$ cat src/rtl/bullet_collision_scanner.sv
// Walks every bullet slot on the table's second read port, one per cycle, and hits the heart on box overlap.
// Optional hit-invulnerability window is compiled in with `define COLLIDE_INVULN_EN.
module bullet_collision_scanner #(
    parameter int          NUM_BULLETS   = 3,
    parameter logic [7:0]  HP_INIT       = 8'd100,
    parameter logic [7:0]  DAMAGE        = 8'd5,
    parameter logic [15:0] INVULN_CYCLES = 16'd1000
) (
    input  logic        clk,
    input  logic        reset,
    input  logic        isRun,
    output logic [2:0]  index2,
    input  logic [15:0] position2,
    input  logic [15:0] size2,
    input  logic        isRender2,
    input  logic [15:0] playerPos,
    input  logic [15:0] playerSize,
    output logic        isCollide,
    output logic [7:0]  hp,
    output logic        isDead,
    output logic        hitPulse
);

    typedef enum logic [1:0] {
        IDLE,
        SCAN,
        DEAD
    } state_t;

    localparam logic [2:0] LAST_IDX = 3'(NUM_BULLETS - 1);

    state_t     state_reg, state_next;
    logic [2:0] index_reg, index_next;
    logic       collide_reg, collide_next;
    logic [7:0] hp_reg, hp_next;
    logic       dead_reg, dead_next;

    logic [1:0] axis_ok;
    logic       overlap;
    logic       hit;
    logic       scan_hit;
    logic [7:0] hp_after;

    // Axis 0 is y (low byte), axis 1 is x (high byte); 9-bit ends avoid 8-bit wrap.
    genvar gi;
    for (gi = 0; gi < 2; gi++) begin : g_axis
        logic [7:0] b_lo, b_len, p_lo, p_len;
        logic [8:0] b_end, p_end;

        assign b_lo  = position2[gi*8 +: 8];
        assign b_len = size2[gi*8 +: 8];
        assign p_lo  = playerPos[gi*8 +: 8];
        assign p_len = playerSize[gi*8 +: 8];
        assign b_end = {1'b0, b_lo} + {1'b0, b_len};
        assign p_end = {1'b0, p_lo} + {1'b0, p_len};
        // Zero extents are rejected explicitly: a zero-width box can still satisfy both strict compares.
        assign axis_ok[gi] = (b_len != 8'd0) && (p_len != 8'd0)
                          && ({1'b0, p_lo} < b_end) && ({1'b0, b_lo} < p_end);
    end

    assign overlap = isRender2 && (&axis_ok);

`ifdef COLLIDE_INVULN_EN
    logic [15:0] inv_reg, inv_next;

    assign hit = overlap && (inv_reg == 16'd0);

    always_comb begin
        inv_next = (inv_reg != 16'd0) ? inv_reg - 16'd1 : 16'd0;
        if (!isRun || state_reg == IDLE) begin
            inv_next = 16'd0;
        end else if (scan_hit) begin
            inv_next = INVULN_CYCLES;
        end
    end

    always_ff @(posedge clk) begin
        if (reset) begin
            inv_reg <= 16'd0;
        end else begin
            inv_reg <= inv_next;
        end
    end
`else
    assign hit = overlap;
`endif

    assign scan_hit = isRun && (state_reg == SCAN) && hit;
    assign hp_after = (hp_reg > DAMAGE) ? hp_reg - DAMAGE : 8'd0;

    always_comb begin
        state_next   = state_reg;
        index_next   = index_reg;
        collide_next = 1'b0;
        hp_next      = hp_reg;
        dead_next    = dead_reg;
        if (!isRun) begin
            // Dropping isRun abandons any hit under evaluation this cycle.
            state_next = IDLE;
            index_next = 3'd0;
            hp_next    = HP_INIT;
            dead_next  = 1'b0;
        end else begin
            case (state_reg)
                IDLE: begin
                    state_next = SCAN;
                    index_next = 3'd0;
                    hp_next    = HP_INIT;
                    dead_next  = 1'b0;
                end
                SCAN: begin
                    index_next = (index_reg == LAST_IDX) ? 3'd0 : index_reg + 3'd1;
                    if (scan_hit) begin
                        collide_next = 1'b1;
                        hp_next      = hp_after;
                        if (hp_after == 8'd0) begin
                            state_next = DEAD;
                            index_next = 3'd0;
                            dead_next  = 1'b1;
                        end
                    end
                end
                DEAD: begin
                    index_next = 3'd0;
                    dead_next  = 1'b1;
                end
                default: begin
                    state_next = IDLE;
                    index_next = 3'd0;
                end
            endcase
        end
    end

    always_ff @(posedge clk) begin
        if (reset) begin
            state_reg   <= IDLE;
            index_reg   <= 3'd0;
            collide_reg <= 1'b0;
            hp_reg      <= HP_INIT;
            dead_reg    <= 1'b0;
        end else begin
            state_reg   <= state_next;
            index_reg   <= index_next;
            collide_reg <= collide_next;
            hp_reg      <= hp_next;
            dead_reg    <= dead_next;
        end
    end

    assign index2    = index_reg;
    assign isCollide = collide_reg;
    assign hitPulse  = collide_reg;
    assign hp        = hp_reg;
    assign isDead    = dead_reg;

endmodule

$ cat config.mk
export PLATFORM = sky130hd
export DESIGN_NAME = bullet_collision_scanner
export DESIGN_NICKNAME = d
export VERILOG_FILES = /design/src/rtl/bullet_collision_scanner.sv
export SDC_FILE = /design/constraint.sdc
export NUM_CORES = 1
export LEC_CHECK = 0
export BUFFER_PORTS_ARGS = -buffer_cell sky130_fd_sc_hd__buf_2
export CORE_MARGIN = 1.5
export CORE_UTILIZATION = 55
export CTS_BUF_LIST = sky130_fd_sc_hd__clkbuf_4 sky130_fd_sc_hd__clkbuf_8
export DETAILED_ROUTE_END_ITERATION = 10
export GPL_TIMING_DRIVEN = 0
export PLACE_DENSITY_LB_ADDON = 0.3
export SYNTH_ARGS = -nofsm -noshare
export SYNTH_HDL_FRONTEND = slang
export SYNTH_SLANG_ARGS = --single-unit
$ cat constraint.sdc
create_clock -name clk -period 4.78 [get_ports clk]
set_clock_uncertainty 0.05 [all_clocks]
set_input_delay 0.478 -clock clk [delete_from_list [all_inputs] [get_ports clk]]
set_output_delay 0.478 -clock clk [all_outputs]
set_load 0.005 [all_outputs]
==> flow_metrics.py <==
metrics = {
    "floorplanning": {
        "start_util_pct": 58.52,
        "io_pins": 82,
        "dieWidth_um": 74.59,
        "die_height_um": 74.59,
        "coreArea_um2": 4817,
        "num_rows": 25,
        "die_area_um2": 5564,
    },
    "critical_path": {
        "crit_type": "in2reg",
        "max_stage_delay_ps": 430,
        "crit_fanout": 9,
        "crit_required_ps": 4940,
        "cp_slowest_cell": "fa_1",
        "worstSetupEndpointType": "flip-flop",
        "crit_top_cell": "ha_1",
        "reg2reg_setup_slack_ps": 2410,
        "cp.buffers_inverters": 1,
        "worstPathArrival_ps": 3860,
        "path_cells": "buf_2, ha_1, fa_1, a211oi_1, o21bai_1, a21oi_1, xor2_1, ha_1, a211o_1, a31oi_1, o21ai_0, o211ai_2, o311ai_4, nor3_4, a21boi_1, a21o_1",
        "start_kind": "input pin",
        "crit_family": "compound AO/OA/AOI/OAI gates",
    },
    "clock_network": {
        "path_clk_slew_ps": 60,
        "ctsHoldBuffers": 0,
        "cts_max_level": 1,
        "cts_setup_buffers": 0,
        "cts_max_path_buffers": 2,
        "numCtsBuffers": 3,
        "post_cts_resized": 0,
        "cts_tree": "yes",
        "worstSkewPairLatency_ps": 260,
        "clock_sinks": 15,
        "root_buffer": "clkbuf_8",
    },
    "place": {
        "placed_area_um2": 3308,
        "pre_cts_ws_ps": 884.0,
        "port_buffers": 81,
        "place_congestion": 0.8367,
        "hpwlAfterDp_um": 5407,
    },
    "min_path": {
        "hold_path_class": "reg2reg",
    },
    "timing": {
        "final_hold_viol_count": 0,
        "fin_crit_sh_pct": 77.55,
        "grt_setup_unrepaired": "false",
        "fmax_mhz": 269.8,
        "slew_violations": 0,
        "finalSetupTns_ps": 0,
        "worst_slew_margin_rel_pct": 67.43,
        "max_slew.worst_pin.slew_ps": 485.6,
        "min_period_ps": 3707,
        "setup_viol_count_final": 0,
        "setup_slack_ps": 1073,
    },
    "synth": {
        "netlist_instances": 332,
        "ys_async_sr_fraction_pct": 0,
        "synth.yosys.warnings": 0,
        "synth_commonest_cells": "ha_1, a21oi_1, nand2_1",
        "yosys.area.top_type": "ha_1",
        "syn_nets": 470,
        "synth-seq-area-share_pct": 10.65,
        "syn_avg_cell_area_um2": 8.491,
        "ys_seq_elements": 15,
        "netlist-cell-type-count": 57,
        "syn-cell-area_um2": 2819,
        "synth-edff-count": 0,
        "synthTopCellsByArea": "ha_1, dfxtp_1, a21o_1",
        "ys.flop_type": "dfxtp_1",
        "synth_top_area_share_pct": 29.29,
        "yosysMostFrequentCell": "ha_1",
    },
    "outcome": {
        "status": "completed",
    },
    "drt": {
        "vias": 2732,
        "wl_um": 6170,
        "drc_errors": 0,
        "ant_nets": 0,
        "via_per_inst": 5.645,
        "dr.pass1.iters": 4,
        "avgRoutedWirePerCell_um": 12.75,
        "drt_iter0_drc": 83,
    },
    "power_and_ir_drop": {
        "peakVddDrop_uv": 166.0,
        "p_leak_nw": 1.648,
        "totalPowerFinal_mw": 0.5704,
        "power_density_nw_per_um2": 170.0,
    },
    "grt": {
        "grt_max_degree": 11,
        "grt_overflow": 0,
        "grt_usage_pct": 23.17,
        "antenna_found_initial": 0,
        "grt_pass1_vias": 2635,
        "grt_pass1_wl_um": 10370,
    },
    "finish": {
        "largest_register_ffs": 8,
        "nNetsFinal": 556,
        "synthToLayoutAreaGrowth_pct": 19.00,
        "finalInstanceArea_um2": 3354,
        "drive_gt1_share_pct": 26.14,
        "num_antenna_cells": 0,
    },
    "job": {
        "drv_cap": 0,
    },
}
-- layout by cell type, fill, tap and decap left out, types with 3 or more instances in the layout --
master,count
nor3_1,4
o21bai_1,6
a211oi_1,5
o21ai_0,19
nand2_1,23
a21oi_1,23
xnor2_1,12
fa_1,4
buf_2,82
clkbuf_8,3
inv_1,20
nor2b_1,4
nand3_1,8
o31a_1,4
xor2_1,12
nor3_4,3
a31oi_1,6
nand2b_1,7
ha_1,66
nor4_1,9
dfxtp_1,15
a21o_1,16
nor2_2,3
o21ai_1,3
o21a_1,6
nand4_1,4
a21boi_1,3
nor2_1,13
-- final timing paths --
path | startpoint | to | cells after the start
max reg2reg | state_reg[0] | hp[3] | 7
min | index2[0] | index2[0] | 1
max | playerPos[8] | hp[3] | 16
min reg2reg | index2[0] | index2[0] | 1
-- power breakdown --
part	internal [mW]	switching [mW]	total (mW)
combinational	0.161	0.176	0.337
clock	0.0580	0.0479	0.106
sequential	0.126	0.00146	0.128
total	0.345	0.226	0.570
-- per-layer routing --
| layer | up-vias | global-route usage (%) | wire, um |
|---|---|---|---|
| met4 | 0 | 5.859 | 78 |
| met3 | 9 | 1.626 | 249 |
| met5 | - | 0 | 0 |
| met2 | 65 | 43.75 | 3028 |
| met1 | 1241 | 28.27 | 2813 |
| li1 | 1417 | - | - |
-- through the flow --
step / cells / hold WS [ps] / util, %
floorplan: 332 / 428.3 / -
global placement: 480 / 421.2 / 68.68
detailed placement: 480 / 433.3 / 68.68
CTS: 484 / 443.0 / 69.64
global route: 484 / 460.4 / 69.64
finish: 484 / 441.8 / 69.64
-- cell type report --
class                      count  area, um^2
buffer                         4       27.53
clock buffer                   3       41.29
clock inverter                 1       5.005
fill                         413        1463
inverter                      20       75.07
multi-input combinational    293        2416
sequential                    15       300.3
tap                           67       83.83
timing repair buffer          81       405.4
-- kinds of logic after synthesis --
group           after synthesis  synth area share (%)
xor+xnor                     24                 7.457
compound gates              108                 27.52
fa+ha+maj                    70                 32.13
mux                           1                0.3994
buf+inv                      24                 3.639
simple gates                 90                 18.20
flops                        15                 10.65
(Power assumes the default switching activity.)
